--- src/rtl/mpsoc_uart_pkg.sv ---
// Shared types for the UART receive path: FSM states, FIFO entry layout, oversampling constants.
// Latency: n/a (types and constants only).
// Backpressure: n/a.
package mpsoc_uart_pkg;

  localparam int OS_RATE = 16;  // ticks per bit
  localparam int OS_MID  = 7;   // tick index used as mid-bit for the start bit

  typedef enum logic [2:0] {
    IDLE,
    START,
    DATA,
    PARITY,
    STOP,
    PUSH
  } rx_state_t;

  // brk stands for the line-break indication (break is a reserved word)
  typedef struct packed {
    logic       brk;
    logic       ferr;
    logic       perr;
    logic [7:0] data;
  } rx_entry_t;

  // Index of the last data bit for a given character-length code (0:5b .. 3:8b)
  function automatic logic [2:0] last_bit_idx(input logic [1:0] bits_code);
    return 3'({1'b0, bits_code}) + 3'd4;
  endfunction

endpackage

--- src/rtl/mpsoc_uart_rx_fifo.sv ---
// First-word-fall-through FIFO of received characters with flush, occupancy and drop indication.
// Latency: head valid the cycle after a push into an empty FIFO.
// Backpressure: push into a full FIFO is dropped (overflow pulse) unless a pop happens the same cycle.
module mpsoc_uart_rx_fifo
  import mpsoc_uart_pkg::*;
#(
  parameter int DEPTH = 8
) (
  input  logic                     HCLK,
  input  logic                     HRESETn,
  input  logic                     clear,
  input  logic                     push_vld,
  input  rx_entry_t                push_dat,
  input  logic                     pop_rdy,
  output rx_entry_t                head_dat,
  output logic                     head_vld,
  output logic                     overflow,
  output logic [$clog2(DEPTH):0]   level
);

  localparam int AW = $clog2(DEPTH);

  rx_entry_t        mem [DEPTH];
  logic [AW-1:0]    wr_ptr_q;
  logic [AW-1:0]    rd_ptr_q;
  logic [AW:0]      count_q;
  logic             overflow_q;
  logic             empty;
  logic             full;
  logic             pop_ok;
  logic             push_ok;

  assign empty   = (count_q == '0);
  assign full    = (count_q == (AW+1)'(DEPTH));
  assign pop_ok  = pop_rdy && !empty && !clear;
  assign push_ok = push_vld && (!full || pop_ok) && !clear;

  // Storage array; contents are only observed through the valid-masked head
  always_ff @(posedge HCLK) begin
    if (push_ok) begin
      mem[wr_ptr_q] <= push_dat;
    end
  end

  // Pointers, occupancy and the drop pulse; flush wins over any push or pop
  always_ff @(posedge HCLK) begin
    if (!HRESETn) begin
      wr_ptr_q   <= '0;
      rd_ptr_q   <= '0;
      count_q    <= '0;
      overflow_q <= 1'b0;
    end else if (clear) begin
      wr_ptr_q   <= '0;
      rd_ptr_q   <= '0;
      count_q    <= '0;
      overflow_q <= 1'b0;
    end else begin
      overflow_q <= push_vld && full && !pop_ok;
      if (push_ok) begin
        wr_ptr_q <= wr_ptr_q + 1'b1;
      end
      if (pop_ok) begin
        rd_ptr_q <= rd_ptr_q + 1'b1;
      end
      if (push_ok && !pop_ok) begin
        count_q <= count_q + 1'b1;
      end else if (pop_ok && !push_ok) begin
        count_q <= count_q - 1'b1;
      end
    end
  end

  assign head_vld = !empty;
  assign head_dat = empty ? '0 : mem[rd_ptr_q];
  assign overflow = overflow_q;
  assign level    = count_q;

endmodule

--- src/rtl/mpsoc_uart_rx_deframer.sv ---
// UART receiver: synchronises rx, recovers 5-8 bit frames with parity/stop checks at 16x oversampling.
// Latency: entry visible SYNC_DEPTH + ~9.5 bit times + 2 cycles after the start edge.
// Backpressure: valid/ready on the FIFO head; frames arriving while the FIFO is full are dropped.
module mpsoc_uart_rx_deframer
  import mpsoc_uart_pkg::*;
#(
  parameter int FIFO_DEPTH = 8,
  parameter int SYNC_DEPTH = 3,
  parameter int DIV_WIDTH  = 16
) (
  input  logic                          HCLK,
  input  logic                          HRESETn,
  input  logic                          clear_i,
  input  logic [DIV_WIDTH-1:0]          cfg_div_i,
  input  logic [1:0]                    cfg_bits_i,
  input  logic                          cfg_parity_en_i,
  input  logic                          cfg_parity_odd_i,
  input  logic                          cfg_stop2_i,
  input  logic                          rx_i,
  output logic [7:0]                    rx_data_o,
  output logic                          rx_perr_o,
  output logic                          rx_ferr_o,
  output logic                          rx_break_o,
  output logic                          rx_valid_o,
  input  logic                          rx_ready_i,
  output logic                          overflow_o,
  output logic [$clog2(FIFO_DEPTH):0]   level_o
);

  logic [SYNC_DEPTH-1:0] sync_q;
  logic                  rx_s;
  logic                  rx_prev_q;

  logic [DIV_WIDTH-1:0]  div_cnt_q;
  logic [DIV_WIDTH-1:0]  div_lim;
  logic                  tick;

  rx_state_t             state_q;
  logic                  armed_q;
  logic [3:0]            os_cnt_q;
  logic [2:0]            bit_cnt_q;
  logic                  stop_cnt_q;
  logic [7:0]            data_q;
  logic                  par_bit_q;
  logic                  perr_q;
  logic                  ferr_q;

  logic [DIV_WIDTH-1:0]  div_sh_q;
  logic [1:0]            bits_sh_q;
  logic                  par_en_sh_q;
  logic                  par_odd_sh_q;
  logic                  stop2_sh_q;

  logic                  start_det;
  logic                  bit_end;
  logic                  push_vld;
  rx_entry_t             push_dat;
  rx_entry_t             head_dat;

  assign rx_s = sync_q[SYNC_DEPTH-1];

  // Metastability chain on the raw line plus one delayed copy for falling-edge detection
  always_ff @(posedge HCLK) begin
    if (!HRESETn) begin
      sync_q    <= '1;
      rx_prev_q <= 1'b1;
    end else begin
      sync_q    <= {sync_q[SYNC_DEPTH-2:0], rx_i};
      rx_prev_q <= rx_s;
    end
  end

  // Live divisor while idle so the tick tracks configuration; frozen copy once a frame starts
  assign div_lim   = (state_q == IDLE) ? cfg_div_i : div_sh_q;
  assign tick      = (div_cnt_q >= div_lim);
  assign start_det = (state_q == IDLE) && armed_q && rx_prev_q && !rx_s;
  assign bit_end   = tick && (os_cnt_q == 4'(OS_RATE - 1));

  // Oversample tick generator; realigned to the start edge so samples land mid-bit
  always_ff @(posedge HCLK) begin
    if (!HRESETn) begin
      div_cnt_q <= '0;
    end else if (start_det || tick) begin
      div_cnt_q <= '0;
    end else begin
      div_cnt_q <= div_cnt_q + 1'b1;
    end
  end

  // Frame recovery state machine; advances on ticks apart from edge detect and the push cycle
  always_ff @(posedge HCLK) begin
    if (!HRESETn) begin
      state_q      <= IDLE;
      armed_q      <= 1'b1;
      os_cnt_q     <= '0;
      bit_cnt_q    <= '0;
      stop_cnt_q   <= 1'b0;
      data_q       <= '0;
      par_bit_q    <= 1'b0;
      perr_q       <= 1'b0;
      ferr_q       <= 1'b0;
      div_sh_q     <= '0;
      bits_sh_q    <= '0;
      par_en_sh_q  <= 1'b0;
      par_odd_sh_q <= 1'b0;
      stop2_sh_q   <= 1'b0;
    end else if (clear_i) begin
      state_q  <= IDLE;
      armed_q  <= 1'b1;
      os_cnt_q <= '0;
    end else begin
      case (state_q)
        IDLE: begin
          // After a framing error the line must return high before a new start is accepted
          if (!armed_q && rx_s) begin
            armed_q <= 1'b1;
          end
          if (start_det) begin
            state_q      <= START;
            os_cnt_q     <= '0;
            bit_cnt_q    <= '0;
            stop_cnt_q   <= 1'b0;
            data_q       <= '0;
            par_bit_q    <= 1'b0;
            perr_q       <= 1'b0;
            ferr_q       <= 1'b0;
            div_sh_q     <= cfg_div_i;
            bits_sh_q    <= cfg_bits_i;
            par_en_sh_q  <= cfg_parity_en_i;
            par_odd_sh_q <= cfg_parity_odd_i;
            stop2_sh_q   <= cfg_stop2_i;
          end
        end
        START: begin
          if (tick) begin
            if (os_cnt_q == 4'(OS_MID)) begin
              os_cnt_q <= '0;
              // A start bit that is high again at mid-bit was a glitch
              state_q  <= rx_s ? IDLE : DATA;
            end else begin
              os_cnt_q <= os_cnt_q + 1'b1;
            end
          end
        end
        DATA: begin
          if (tick) begin
            if (bit_end) begin
              os_cnt_q          <= '0;
              data_q[bit_cnt_q] <= rx_s;
              if (bit_cnt_q == last_bit_idx(bits_sh_q)) begin
                bit_cnt_q <= '0;
                state_q   <= par_en_sh_q ? PARITY : STOP;
              end else begin
                bit_cnt_q <= bit_cnt_q + 1'b1;
              end
            end else begin
              os_cnt_q <= os_cnt_q + 1'b1;
            end
          end
        end
        PARITY: begin
          if (tick) begin
            if (bit_end) begin
              os_cnt_q  <= '0;
              par_bit_q <= rx_s;
              perr_q    <= ((^data_q) ^ rx_s) != par_odd_sh_q;
              state_q   <= STOP;
            end else begin
              os_cnt_q <= os_cnt_q + 1'b1;
            end
          end
        end
        STOP: begin
          if (tick) begin
            if (bit_end) begin
              os_cnt_q <= '0;
              if (!rx_s) begin
                ferr_q <= 1'b1;
              end
              if (stop2_sh_q && !stop_cnt_q) begin
                stop_cnt_q <= 1'b1;
              end else begin
                state_q <= PUSH;
              end
            end else begin
              os_cnt_q <= os_cnt_q + 1'b1;
            end
          end
        end
        PUSH: begin
          state_q <= IDLE;
          if (ferr_q) begin
            armed_q <= 1'b0;
          end
        end
        default: begin
          state_q <= IDLE;
        end
      endcase
    end
  end

  // Entry assembly: a break is an all-zero character with zero parity and a failed stop
  always_comb begin
    push_dat      = '0;
    push_dat.brk  = (data_q == '0) && ferr_q && !(par_en_sh_q && par_bit_q);
    push_dat.ferr = ferr_q;
    push_dat.perr = perr_q;
    push_dat.data = data_q;
  end

  assign push_vld = (state_q == PUSH);

  mpsoc_uart_rx_fifo #(
    .DEPTH (FIFO_DEPTH)
  ) u_fifo (
    .HCLK     (HCLK),
    .HRESETn  (HRESETn),
    .clear    (clear_i),
    .push_vld (push_vld),
    .push_dat (push_dat),
    .pop_rdy  (rx_ready_i),
    .head_dat (head_dat),
    .head_vld (rx_valid_o),
    .overflow (overflow_o),
    .level    (level_o)
  );

  assign rx_data_o  = head_dat.data;
  assign rx_perr_o  = head_dat.perr;
  assign rx_ferr_o  = head_dat.ferr;
  assign rx_break_o = head_dat.brk;

endmodule
--- config.mk ---
export PLATFORM = sky130hd
export DESIGN_NAME = mpsoc_uart_rx_deframer
export DESIGN_NICKNAME = d
export VERILOG_FILES = /design/src/rtl/mpsoc_uart_pkg.sv /design/src/rtl/mpsoc_uart_rx_fifo.sv /design/src/rtl/mpsoc_uart_rx_deframer.sv
export SDC_FILE = /design/constraint.sdc
export NUM_CORES = 1
export LEC_CHECK = 0
export BUFFER_PORTS_ARGS = -buffer_cell sky130_fd_sc_hd__buf_2
export CAP_MARGIN = 30
export CORE_ASPECT_RATIO = 1.2
export CORE_MARGIN = 4
export CORE_UTILIZATION = 45
export DETAILED_ROUTE_END_ITERATION = 10
export MAX_ROUTING_LAYER = met4
export PLACE_DENSITY_LB_ADDON = 0.3
export SETUP_SLACK_MARGIN = 0.4
export SKIP_LAST_GASP = 1
export SLEW_MARGIN = 20
export SYNTH_ARGS = -nofsm -noshare
export SYNTH_HDL_FRONTEND = slang
export SYNTH_SLANG_ARGS = --single-unit
--- constraint.sdc ---
create_clock -name HCLK -period 3.13 [get_ports HCLK]
set_input_delay 0.4695 -clock HCLK [delete_from_list [all_inputs] [get_ports HCLK]]
set_output_delay 0.4695 -clock HCLK [all_outputs]
set_load 0.02 [all_outputs]
==> qor.csv <==
metric,value,unit
yosys_warnings,0,
synth_cell_types,64,
synth_ff_type,edfxtp_1,
antenna_found_initial,0,
layout_common_cells,"edfxtp_1, nand2_1, dfxtp_1",
ys_ff_latch,166,
grt_pass1_wl,27.1,mm
slew_violations,0,
maxSlewHeadroom,46.3,%
syn-num-nets,688,
status,"complete, no violations",
die-area,0.0190,mm2
cts_buffer_depth,2,
crit_path_top_delay_cell,o31a_2,
areaGrowthSynthToFinish,22.5,%
setup_viol,0,
worstPathArrival,3.22,ns
crit_path_end_kind,flop,
period_needed,2.84,ns
fp-row-count,51,
fmax,352,MHz
io-pin-count,43,
routed_wl,17.4,mm
grt_pass1_vias,5299,
drive_above_1_share,28.4,%
start_util,46.2,%
hold_viol_final,0,
synth_edf_count,88,
hpwlAfterDp,11.6,mm
path_cells,nor3_4 -> buf_6 -> buf_16 -> mux2i_1 -> ha_1 -> a31oi_4 -> nor2b_2 -> o31a_2 -> buf_6 -> o311a_4 -> a311oi_2 -> a31o_2,
cts.sinks,166,
worstHoldPathType,primary input to flop,
grt_start_max_net_pins,26,
dieHeight,150,um
ctsHoldBuffers,0,
gp_congestion,0.908,
cts_tree,built,
vias,5149,
numCtsBuffers,17,
wl_per_cell,18.6,um
cp_slowest_stage_delay,0.37,ns
synthArstFlopShare,0,%
rsz0062_at_grt,true,
cp-start-kind,flop,
port_buffers,42,
dp.cells,885,
worstSetupPathType,flop to flop,
worst_slew_pin_slew,0.804,ns
htree_levels,4,
skew,0.0113,ns
clk_pin_slew,0.07,ns
fin_setup_tns,0,ns
synth_cells,633,
root_buffer,clkbuf_16,
fin_nets,768,
fin_cells,938,
seq_area_frac_synth,55.5,%
cp.required,3.51,ns
first_pass_iters,4,
fp.dieW,126,um
via_per_inst,5.49,
overflow,0,
drt_iter0_drc,281,
n_antenna_cell,0,
fin_crit_sh,90.7,%
vdd_ir_drop_max,309,uV
power.leakage,3.44,nW
grt_usage,19.0,%
p_per_area,486,mW/mm2
avgSynthCellArea,12.0,um2
cp_common_cell,buf_6,
insertion_delay,0.44,ns
final_common_cell,edfxtp_1,
ant_nets,0,
core_area,0.0164,mm2
max_cap_violations,0,
syn_area,0.00758,mm2
drc,0,
critPathMaxFanout,8,
==> layer usage <==
metal  wire [um]  GRT usage [%]
met1        6770           19.8
met2        9480           34.3
met3         660           4.26
met4         539           8.21
met5           0              -
==> Yosys cell counts (all sizes together) (2+ instances only) <==
| master | number | share of area [%] |
|---|---|---|
| nor3 | 9 | 0.59 |
| a31oi | 5 | 0.41 |
| or3 | 4 | 0.33 |
| o211ai | 3 | 0.30 |
| a21o | 2 | 0.21 |
| and2 | 2 | 0.17 |
| a311oi | 2 | 0.23 |
| nand3 | 15 | 1.2 |
| buf | 7 | 0.59 |
| and4 | 2 | 0.23 |
| o21ai | 7 | 0.46 |
| nor4 | 6 | 0.89 |
| o21a | 4 | 0.40 |
| inv | 21 | 1.0 |
| a21oi | 40 | 2.6 |
| a31o | 4 | 0.46 |
| o22ai | 2 | 0.17 |
| o31ai | 2 | 0.38 |
| mux4 | 22 | 6.5 |
| o311ai | 3 | 0.35 |
| a32o | 3 | 0.40 |
| and3 | 5 | 0.43 |
| nand2b | 11 | 0.91 |
| edfxtp | 88 | 35 |
| nor2b | 10 | 0.83 |
| xor2 | 14 | 1.6 |
| nand2 | 79 | 3.9 |
| clkbuf | 20 | 0.99 |
| nand3b | 3 | 0.30 |
| xnor2 | 14 | 1.6 |
| nand4 | 5 | 0.61 |
| o2bb2ai | 2 | 0.23 |
| mux2i | 34 | 4.5 |
| dfxtp | 78 | 21 |
| ha | 28 | 4.6 |
| nor2 | 58 | 3.7 |
==> worst paths after layout <==
kind,endpoint,depth (start not counted),slack [ns],startpoint
worst max-delay path,data_q[5]$_SDFFE_PN0P_,12,0.29,state_q[0]$_SDFFE_PP0P_
worst min-delay path,sync_q[0]$_SDFF_PN1_,2,0.22,rx_i
worst max register to register,data_q[5]$_SDFFE_PN0P_,12,0.29,state_q[0]$_SDFFE_PP0P_
worst min register to register,sync_q[1]$_SDFF_PN1_,1,0.41,sync_q[0]$_SDFF_PN1_
==> power by group <==
| group | total [W] | switching [W] | internal (W) |
|---|---|---|---|
| registers | 0.00228 | 0.00000807 | 0.00227 |
| clock network | 0.00209 | 0.00101 | 0.00108 |
| logic | 0.000148 | 0.0000866 | 0.0000610 |
| total | 0.00452 | 0.00110 | 0.00342 |
==> critical path, delay by kind of cell (launching register included) <==
| family | cells | cell delay (ns) |
|---|---|---|
| AO/OA/AOI/OAI | 5 | 1.21 |
| adder cells (fa/ha/maj) | 1 | 0.29 |
| buffers and inverters | 3 | 0.42 |
| flip-flops | 1 | 0.36 |
| multiplexers | 1 | 0.19 |
| AND/OR/NAND/NOR | 2 | 0.32 |
==> stage by stage <==
step,instance area [um2],total power [W],hold slack (ns),worst slack [ns],utilization [%]
5_1_grt,9290,0.00465,0.211,0.184,56.6
3_5_place_dp,8180,0.00246,0.401,0.240,49.9
3_3_place_gp,8180,0.00245,0.395,0.318,49.9
4_1_cts,9040,0.00455,0.206,0.328,55.1
6_report,9290,0.00452,0.223,0.291,56.6
2_1_floorplan,7660,0.00242,0.386,0.198,-
==> registers in the layout, indices dropped and copies added, names as in the netlist, 2 cells and up, named ones only <==
signal / count
data_q: 8
div_cnt_q: 16
u_fifo.mem: 88
state_q: 3
u_fifo.rd_ptr_q: 3
div_sh_q: 16
bit_cnt_q: 3
sync_q: 3
os_cnt_q: 4
u_fifo.wr_ptr_q: 3
bits_sh_q: 2
u_fifo.level: 4
==> cells by family (layout without fill, tap and decap cells) <==
| kind of cell | after synthesis | in the layout | share of synthesized area (%) |
|---|---|---|---|
| multiplexers | 57 | 57 | 11.2 |
| buffers and inverters | 49 | 142 | 2.67 |
| AO/OA/AOI/OAI | 90 | 90 | 7.94 |
| XOR/XNOR | 28 | 28 | 3.24 |
| AND/OR/NAND/NOR | 214 | 214 | 14.6 |
| flip-flops | 166 | 166 | 55.5 |
| adder cells (fa/ha/maj) | 29 | 29 | 4.89 |
==> timing repair <==
action	in CTS	in global routing
buffers inserted	15	4
pin swaps	12	10
hold endpoints to repair	0	0
gates resized for setup	26	42
cloned	1	0
setup endpoints to repair	29	41
==> final cells by class <==
class	count	area [um2]
multi-input cells	418	3490
flip-flops and latches	166	4210
well taps	212	265
fillers	1338	7110
clock buffers	17	425
repair buffers	88	641
inverters	22	86.3
clock inverters	15	173
Note: power is estimated with default switching activity, not from simulation.
